### src/rtl/shift_pkg.sv
// Shared types and helpers for the serializer/deserializer family.
package shift_pkg;

  typedef enum logic {
    S_IDLE  = 1'b0,
    S_SHIFT = 1'b1
  } ser_state_t;

  // Number of LANES-wide beats needed to carry one W-bit word.
  function automatic int unsigned beats(input int unsigned w, input int unsigned lanes);
    return (lanes == 0) ? 0 : w / lanes;
  endfunction

  // Counter width for a given beat count; never narrower than one bit.
  function automatic int unsigned cnt_width(input int unsigned n_beats);
    return (n_beats > 1) ? $clog2(n_beats) : 1;
  endfunction

endpackage

### src/rtl/piso_serializer_beat_counter.sv
// Beat counter shared by the serializer and deserializer: counts 0..MAX,
// clr wins over inc, and at_max_o flags the final beat of a word.
module beat_counter #(
  parameter int unsigned MAX = 3,
  parameter int unsigned CW  = (MAX > 0) ? $clog2(MAX + 1) : 1
) (
  input  logic          clk,
  input  logic          rst_n,
  input  logic          inc_i,
  input  logic          clr_i,
  output logic [CW-1:0] count_o,
  output logic          at_max_o
);

  logic [CW-1:0] count_q;
  logic [CW-1:0] count_d;

  assign at_max_o = (count_q == CW'(MAX));
  assign count_o  = count_q;

  // Next count: clear, wrap at MAX, or step by one.
  always_comb begin
    count_d = count_q;
    if (clr_i) begin
      count_d = '0;
    end else if (inc_i) begin
      count_d = at_max_o ? '0 : count_q + CW'(1);
    end
  end

  // Count register.
  always_ff @(posedge clk or negedge rst_n) begin
    if (!rst_n) begin
      count_q <= '0;
    end else begin
      count_q <= count_d;
    end
  end

endmodule

### src/rtl/piso_serializer.sv
// Parallel-in/serial-out serializer. A W-bit word leaves as W/LANES beats;
// the next word loads in the same cycle the last beat is taken, so a
// continuous input stream produces gap-free output.
module piso_serializer
  import shift_pkg::*;
#(
  parameter int unsigned W         = 8,
  parameter int unsigned LANES     = 1,
  parameter bit          MSB_FIRST = 1'b1
) (
  input  logic             clk,
  input  logic             rst_n,
  input  logic             clear_i,
  input  logic             in_valid_i,
  output logic             in_ready_o,
  input  logic [W-1:0]     in_data_i,
  output logic             out_valid_o,
  input  logic             out_ready_i,
  output logic [LANES-1:0] out_data_o,
  output logic             out_last_o,
  output logic             busy_o
);

  localparam int unsigned BEATS = beats(W, LANES);
  localparam int unsigned CW    = cnt_width(BEATS);

  if (W < 1 || LANES < 1 || (W % LANES) != 0) begin : g_bad_cfg
    $error("piso_serializer: W must be a nonzero multiple of LANES");
  end

  ser_state_t    state_q, state_d;
  logic [W-1:0]  sreg_q, sreg_d;
  logic [CW-1:0] beat_cnt;
  logic          cnt_at_max;
  logic          xfer;
  logic          load;
  logic          cnt_inc;
  logic          cnt_clr;

  assign out_valid_o = (state_q == S_SHIFT);
  assign busy_o      = (state_q == S_SHIFT);
  // Gated by out_valid so a single-beat configuration shows 0 while idle.
  assign out_last_o  = out_valid_o && (beat_cnt == CW'(BEATS - 1));
  assign xfer        = out_valid_o && out_ready_i;
  assign in_ready_o  = !clear_i && ((state_q == S_IDLE) || (xfer && out_last_o));
  assign load        = in_valid_i && in_ready_o;

  if (MSB_FIRST) begin : g_msb
    assign out_data_o = sreg_q[W-1 -: LANES];
  end else begin : g_lsb
    assign out_data_o = sreg_q[LANES-1:0];
  end

  // Counter steps on every non-final beat and restarts on load, abort or word end.
  assign cnt_inc = xfer && !cnt_at_max;
  assign cnt_clr = clear_i || load || (xfer && cnt_at_max);

  beat_counter #(
    .MAX (BEATS - 1),
    .CW  (CW)
  ) u_beat_counter (
    .clk      (clk),
    .rst_n    (rst_n),
    .inc_i    (cnt_inc),
    .clr_i    (cnt_clr),
    .count_o  (beat_cnt),
    .at_max_o (cnt_at_max)
  );

  // Next state and shift register: abort, load, shift or hold on stall.
  always_comb begin
    state_d = state_q;
    sreg_d  = sreg_q;
    if (clear_i) begin
      state_d = S_IDLE;
      sreg_d  = '0;
    end else if (load) begin
      state_d = S_SHIFT;
      sreg_d  = in_data_i;
    end else if (xfer) begin
      if (out_last_o) begin
        state_d = S_IDLE;
      end else if (MSB_FIRST) begin
        sreg_d = sreg_q << LANES;
      end else begin
        sreg_d = sreg_q >> LANES;
      end
    end
  end

  // State and datapath registers.
  always_ff @(posedge clk or negedge rst_n) begin
    if (!rst_n) begin
      state_q <= S_IDLE;
      sreg_q  <= '0;
    end else begin
      state_q <= state_d;
      sreg_q  <= sreg_d;
    end
  end

endmodule

### config.mk
export PLATFORM = sky130hd
export DESIGN_NAME = piso_serializer
export DESIGN_NICKNAME = d
export VERILOG_FILES = /design/src/rtl/shift_pkg.sv /design/src/rtl/piso_serializer_beat_counter.sv /design/src/rtl/piso_serializer.sv
export SDC_FILE = /design/constraint.sdc
export NUM_CORES = 1
export LEC_CHECK = 0
export BUFFER_PORTS_ARGS = -buffer_cell sky130_fd_sc_hd__buf_2
export CORE_UTILIZATION = 40
export DETAILED_ROUTE_END_ITERATION = 10
export PLACE_DENSITY_LB_ADDON = 0.1
export SYNTH_ARGS = -nofsm -noshare
export SYNTH_HDL_FRONTEND = slang
export SYNTH_SLANG_ARGS = --single-unit
### constraint.sdc
create_clock -name clk -period 3.7 [get_ports clk]
set_input_delay 0.555 -clock clk [delete_from_list [all_inputs] [get_ports clk]]
set_output_delay 0.555 -clock clk [all_outputs]
set_load 0.02 [all_outputs]
# After elaboration in Yosys (flattened, before gate mapping)
# Cells that the tools add are included.
word_totals:
  register_bits: 12
  output_inout_bits: 5
  wordCells: 35
classes:
  addsub: 1
  eq_ne: 2
  muxes: 11
  bitwise: 1
  n_reduce_logical: 17
op_table:
  columns: ["op", "n"]
  rows:
  - ["$mux 8", 4]
  - ["$mux 3", 3]
  - ["$logic_and 1x1->1", 7]
  - ["$reduce_bool 3->1", 2]
  - ["$mux 1", 4]
  - ["$reduce_and 2->1", 2]
  - ["$add 3x1->3 const B", 1]
  - ["$eq 3x3->1 const B", 1]
  - ["$logic_or 1x1->1", 3]
  - ["$ne 3x2->1 const B", 1]
  - ["$logic_not 1->1", 2]
  - ["$reduce_bool 2->1", 1]
  - ["$not 1->1", 1]

# Logic depth before layout (Yosys ltp)
# Gate-level depths: netlist (run 1).
logic_depth:
  ltp_word: 9
  ltp_mapped: 6
  mapped_depth_nobuf: 5

# Hierarchy
# Synthesis (run 1) repeated with hierarchy kept, for this count alone.
unflattened:
  cells_unflattened: 80
  hier_area_um2: 799.5
by_module_without_submodules:
  columns: ["module", "n_inst", "cells_per_inst", "area_each_um2"]
  rows:
  - ["piso_serializer", 1, 68, 648.1]
  - ["beat_counter", 1, 12, 151.4]

# Worst setup path before layout (run 1)
# Ideal clock, no wire load.
synth_timing:
  kind: "flip-flop to output port"
  from: "register u_beat_counter.count_q[0] (netlist: u_beat_counter.count_o[0])"
  to: "output in_ready_o"
  arrival_time_ps: 1199
  path_slack_ps: 1946
  stages_incl_launch_ff: 5
  path_cell_list: "dfrtp_1 ha_1 ha_1 a21boi_2 nor2_1"
synth_via:
  elab_chain_cells: 5
synth_lines:
  columns: ["element", "line_no", "rtl"]
  rows:
  - ["start, declared", "piso_serializer_beat_counter.sv:15", "logic [CW-1:0] count_q;"]
  - ["start signal, assigned", "piso_serializer_beat_counter.sv:36", "count_q <= count_d;"]
  - ["$eq 3x3->1", "piso_serializer.sv:43", "assign out_last_o = out_valid_o && (beat_cnt == CW'(BEATS - 1));"]
  - ["$logic_and 1x1->1", "piso_serializer.sv:43", null]
  - ["$logic_and 1x1->1", "piso_serializer.sv:45", "assign in_ready_o = !clear_i && ((state_q == S_IDLE) || (xfer && out_last_o));"]
  - ["$logic_or 1x1->1", "piso_serializer.sv:45", null]
  - ["$logic_and 1x1->1", "piso_serializer.sv:45", null]
  - ["end, declared", "piso_serializer.sv:15", "output logic in_ready_o,"]
# Every way passes these cells.

# Final worst setup path (run 1)
# Same ends and word-level chain as after synthesis.

==> qor.txt, run 1 <==
Worst setup SP type: register
Arrival time of the worst setup path: 1.63 ns
Count of cell types in the netlist: 18
Number of cells on the critical path: 5
Post-synth net total: 66
Number of buffers inserted by port buffering: 17
Number of placement rows: 13
Horizontal extent of the die: 41.2 um
DRC marker count from the first detailed-route iteration: 1
Nets@finish: 86
Unrepaired setup endpoints after global routing: no
Setup Total Neg Slack: 0 ns
Total of hold buffers inserted after clock tree synthesis: 0
Portion of synthesized cell area occupied by the leading cell type: 49.0%
Number of levels in the clock H-tree: 1
Relative slew margins: 68.4%
Number of antenna violations at the first check in global routing: 0
Detailed-route wire length: 1100 um
Multi-input combinational cell area: 297 um^2
Root cell of the clock tree: clkbuf_4
Pre-CTS setup slack: 1.70 ns
Number of buffers on the longest clock path: 2
Depth of the worst register-to-register path: 5
Slew Viols, Final: 0
Cell breakdown of the critical path: ha_1 -> ha_1 -> a21boi_2 -> nor2_1 -> buf_2
Finish-stage setup viols: 0
Reg clk slew, reported paths: 0.07 ns
Worst setup path end: in_ready_o
RR Startpoint: u_beat_counter.count_o[0]
TritonCTS clock tree: yes
Number of clock sinks: 12
Critical path buffers and inverters: 1
Routability-driven placement congestion ratio: 0.639
Fin worst setup slack: 1.51 ns
Chip Height: 41.2 um
Slew of the pin with the lowest slew margin: 0.473 ns
Total instance count after detailed placement: 81
Status: complete, no violations
Crit Reg-Reg Endpoint: sreg_q[0]
Total of flip-flops plus latches after synthesis: 12
Combined flip-flop and latch cell area: 300 um^2
Global Route Usage Sum: 16.5%
Top cells by area, synth: dfrtp_1, mux2i_1, o2bb2ai_1
Share of synthesized area occupied by flip-flops and latches: 49.0%
Area inside the core boundary: 0.00137 mm^2
Remaining Overflow, GRT: 0
Worst-path cell with the longest stage delay: dfrtp_1
Power per cell area: 360 mW/mm^2
Wire length per cell: 13.1 um
Achievable frequency: 0.458 GHz
Yosys warnings: 0
Antenna Violating Nets Remaining: 0
Most common cell type on the critical path: ha_1
Combined area of all synthesized cells: 613 um^2
Kind of cell with the highest combined delay on the critical path: adder cells
Post-layout util: 53.2%
Critical path endpoint category: primary output
Final setup skew: 0.00371 ns
Gate count of the mapped netlist: 51
Crit share post-route: 59.1%
Flop2flop setup slack: 1.71 ns
Area added between synthesis and finish: 18.6%
Crit path launch: u_beat_counter.count_o[0]
Worst EP required: 3.14 ns
Drt via density: 5.37
Yosys top cell by area: dfrtp_1
Post-synthesis average cell area: 12.0 um^2
Largest fanout on the critical path: 6
Number of buffers inserted during clock tree synthesis: 3
Antenna diode count: 0
Via count: 451
Kind of critical path: register to primary output
Top-Level Pins: 18
Fin. Hold Viols: 0
Sum of net half-perimeters after detailed placement: 830 um
Largest net degree at the start of global routing: 13
Fraction of layout cells with a size suffix above 1: 34.8%
TritonRoute pass-1 iters: 2
Filler-free cell count of the finished design: 84
Worst ir drop on vdd: 200 uV
Worst min-delay path class: input pin to asynchronous set/reset pin
Gates resized, CTS repair: 0
Maximum capacitance violations: 0
Pwr Total: 261 uW
Buffer count from post-CTS setup fixing: 0
Largest incremental delay on the critical path: 0.40 ns
DIE AREA: 0.00169 mm^2
Post-detailed-route DRC marker count: 0
Number of global-route vias before repair: 392
Leakage power total: 0.000393 uW
Fill cell instance count of the final layout: 133
Shortest clock period the worst path allows after layout: 2.19 ns
Clock Latency Late Sink: 0.27 ns
Starting density of the core: 44.9%
First-pass GRT wire length: 1730 um
cell families (layout without fill, tap and decap cells):
family	count (synthesis)	count (layout)	share of synthesized area, %
adder cells (fa/ha/maj)	2	2	4.08
buffers and inverters	3	21	2.65
flip-flops	12	12	49.0
multiplexers	9	9	14.9
AND/OR/NAND/NOR	14	14	14.1
AO/OA/AOI/OAI	11	11	15.3
synthesized netlist by cell type:
master	number
a21oi_1	2
mux2_2	1
a21boi_2	1
and3b_1	1
mux2i_1	8
o21bai_2	1
dfrtp_1	12
nand4b_1	2
and2_1	1
nor2_1	5
nand3b_1	1
buf_4	1
ha_1	2
nand2_1	3
inv_1	1
buf_2	1
nor3_4	1
o2bb2ai_1	7
sequential cells by signal, indices dropped and copies added (netlist names):
register,cells
u_beat_counter.count_o,3
sreg_q,8
busy_o,1
cell type report:
type	instances	area share, %
timing repair buffer	17	11.7
tap	15	2.58
clock buffer	3	3.10
inverter	1	0.516
multi-input combinational	36	40.8
sequential	12	41.3
metal layers:
layer / GRT usage [%] / part of all wire, %
met4: 4.84 / 0
met2: 25.4 / 48
met1: 20.1 / 47
met5: 0 / 0
met3: 8.15 / 4.7
metrics by stage:
stage	area (um^2)	hold slack, ns
after floorplan	613	0.259
after global placement	704	0.449
after detailed placement	704	0.449
after CTS	727	0.154
after global routing	727	0.163
final	727	0.151
how the worst min path moves through the flow:
stage               cells past startpoint  slack [ns]                         to
finish                                  1        0.15                  sreg_q[5]
global route                            1        0.16                     busy_o
CTS                                     1        0.15                     busy_o
detailed placement                      1        0.45  u_beat_counter.count_o[0]
global placement                        1        0.45  u_beat_counter.count_o[1]
floorplan                               0        0.26                     busy_o
power breakdown:
part | internal, uW | switching [uW]
clock network | 37.6 | 42.1
registers | 138 | 4.54
logic | 17.1 | 22.3
total | 192 | 69.0
placed cells by master (no fill, tap or decap), drive strengths merged, types with 2 or more instances in the layout:
master | synthesis | layout
nor2 | 5 | 5
clkbuf | 0 | 3
nand4b | 2 | 2
dfrtp | 12 | 12
nand2 | 3 | 3
mux2i | 8 | 8
a21oi | 2 | 2
ha | 2 | 2
o2bb2ai | 7 | 7
buf | 2 | 17
worst register-to-register path: cells and delay by family (launching register included):
kind,cells,cell delay (ns)
adders and majority gates,2,0.44
and+or+nand+nor,2,0.78
muxes,1,0.25
DFF,1,0.40
Note: power is estimated with default switching activity, not from simulation.
==> run 2: changes to the inputs <==
- clock period: 3.7 -> 1.9 ns (I/O delays scaled with it)
==> run 2 against run 1 <==
Against the previous run: clock power rose to 2.6 times the previous value; clock skew increased by 0.0030 ns; utilization grew 3.6 points; critical path type unchanged; flip-flop and latch count stayed put; first-iteration DRC count grew to 5.0 times the previous value; wire length decreased by 0.27%; combinational power grew 110%; sequential share of layout area decreased by 2.6 points; power up 120%; highest routed layer unchanged.
==> qor.txt, run 2 (same netlist as run 1, synthesis figures left out) <==
Status: complete, no violations
Number of buffers inserted during clock tree synthesis: 3 (unchanged)
Most common cell after layout, fill and taps aside: buf_2
Maximum capacitance violations: 0 (unchanged)
Finish-stage setup viols: 0 (unchanged)
DRC marker count from the first detailed-route iteration: 5 (+4)
Flip-flop count of the largest register, all copies and words added: 8 (unchanged)
Horizontal extent of the die: 41.2 um (unchanged)
Unrepaired setup endpoints after global routing: no
Power per cell area: 727 mW/mm^2 (+100%)
Routability-driven placement congestion ratio: 0.682 (+6.7%)
Antenna diode count: 0 (unchanged)
TritonCTS clock tree: yes
Worst min-delay path class: input pin to register
Number of buffers inserted by port buffering: 17 (unchanged)
Relative slew margins: 71.3% (+2.9 points)
Sum of net half-perimeters after detailed placement: 780 um (-6.0%)
Top library cells by usage in the layout, fill and taps aside: buf_2, dfrtp_1, mux2i_1
Final setup skew: 0.00675 ns (+0.00304 ns)
Worst ir drop on vdd: 378 uV (+89%)
Post-layout util: 56.8% (+3.6 points)
Most flop-heavy register: sreg_q
First-pass GRT wire length: 1710 um (-0.81%)
Shortest clock period the worst path allows after layout: 1.80 ns
Slew Viols, Final: 0 (unchanged)
Number of antenna violations at the first check in global routing: 0 (unchanged)
Crit share post-route: 94.6%
Clock Latency Late Sink: 0.27 ns (about the same)
Post-detailed-route DRC marker count: 0 (unchanged)
Critical path endpoint category: primary output
Chip Height: 41.2 um (unchanged)
Pwr Total: 564 uW (+120%)
Largest fanout on the critical path: 6 (unchanged)
Reg clk slew, reported paths: 0.08 ns (about the same)
DIE AREA: 0.00169 mm^2 (unchanged)
Number of clock sinks: 12 (unchanged)
Largest net degree at the start of global routing: 13 (unchanged)
Area added between synthesis and finish: 26.5%
Remaining Overflow, GRT: 0 (unchanged)
Root cell of the clock tree: clkbuf_4
Number of global-route vias before repair: 403 (+2.8%)
Antenna Violating Nets Remaining: 0 (unchanged)
Arrival time of the worst setup path: 1.51 ns (-0.12 ns)
Leakage power total: 0.000414 uW (+5.4%)
Global Route Usage Sum: 16.0% (-0.41 points)
Wire length per cell: 12.4 um (-4.8%)
Via count: 461 (+2.2%)
Starting density of the core: 44.9% (unchanged)
Number of levels in the clock H-tree: 1 (unchanged)
Nets@finish: 89 (+3.5%)
Achievable frequency: 0.556 GHz
Worst EP required: 1.62 ns (-1.52 ns)
Detailed-route wire length: 1100 um (-0.27%)
Number of buffers on the longest clock path: 2 (unchanged)
Drt via density: 5.24 (-2.4%)
Area inside the core boundary: 0.00137 mm^2 (unchanged)
TritonRoute pass-1 iters: 4 (+2)
Worst setup SP type: register
Setup Total Neg Slack: 0 ns (unchanged)
Tightest hold margin: 0.219 ns (+0.0684 ns)
Kind of critical path: register to primary output
Top-Level Pins: 18 (unchanged)
Slew of the pin with the lowest slew margin: 0.430 ns (-0.0430 ns)
Fin. Hold Viols: 0 (unchanged)
Fraction of layout cells with a size suffix above 1: 38.4% (+3.6 points)
Fill cell instance count of the final layout: 121 (-9.0%)
Number of placement rows: 13 (unchanged)
run 2: cell types whose count changed in the layout (fill, tap and decap cells not counted), sizes merged:
cell,before,now
dlygate4sd3,0,1
clkbuf,3,4
buf,17,19
run 2: cell type report:
type	instances	area [um^2]	share of cell area (%)
flip-flops and latches	12	300	38.7
well taps	15	18.8	2.42
multi-input cells	36	307	39.5
repair buffers	20	110	14.2
clock buffers	4	36.3	4.68
inverters	1	3.75	0.484
run 2: per-stage QoR:
step	instance area, um^2	std cells	setup WS, ns
global route	776	88	0.0359
global placement	712	82	0.270
CTS	766	87	0.0111
floorplan	613	51	0.222
detailed placement	712	82	0.222
finish	776	88	0.103
run 2: what timing repair did:
| action | in CTS | in global routing |
|---|---|---|
| setup endpoints to repair | 1 | 1 |
| pin swaps | 0 | 1 |
| setup buffers | 0 | 1 |
| endpoints found under the hold margin | 12 | 0 |
| gates resized for setup | 1 | 1 |
| hold buffers | 1 | 0 |
run 2: worst paths after layout:
kind                                      startpoint                   endpoint  slack (ns)  cells past startpoint
setup / recovery           u_beat_counter.count_o[0]                 in_ready_o        0.10                      5
hold / removal                          in_data_i[1]                  sreg_q[1]        0.22                      2
setup reg to reg           u_beat_counter.count_o[0]                  sreg_q[0]        0.24                      5
hold reg to reg            u_beat_counter.count_o[1]  u_beat_counter.count_o[1]        0.54                      2
max in group asynchronous                      rst_n                  sreg_q[2]        1.26                      2
min in group asynchronous                      rst_n  u_beat_counter.count_o[2]        0.41                      2
run 2: critical path, stage by stage (launching register included):
cell	delay, ns
dfrtp_1	0.40
ha_1	0.21
ha_2	0.22
a21boi_4	0.20
nor2_1	0.05
buf_2	0.15
run 2: routing by layer:
metal  global-route usage (%)  wire length [um]
met3                     8.15                49
met4                        0                 0
met5                        0                 0
met2                     25.8               481
met1                     20.5               563
run 2: power by group:
| part | total, uW | internal [uW] | leakage, uW | switching (uW) |
|---|---|---|---|---|
| Combinational | 83.0 | 38.6 | 0.000231 | 44.3 |
| Clock | 204 | 116 | 0.0000210 | 87.7 |
| Sequential | 277 | 268 | 0.000162 | 8.99 |
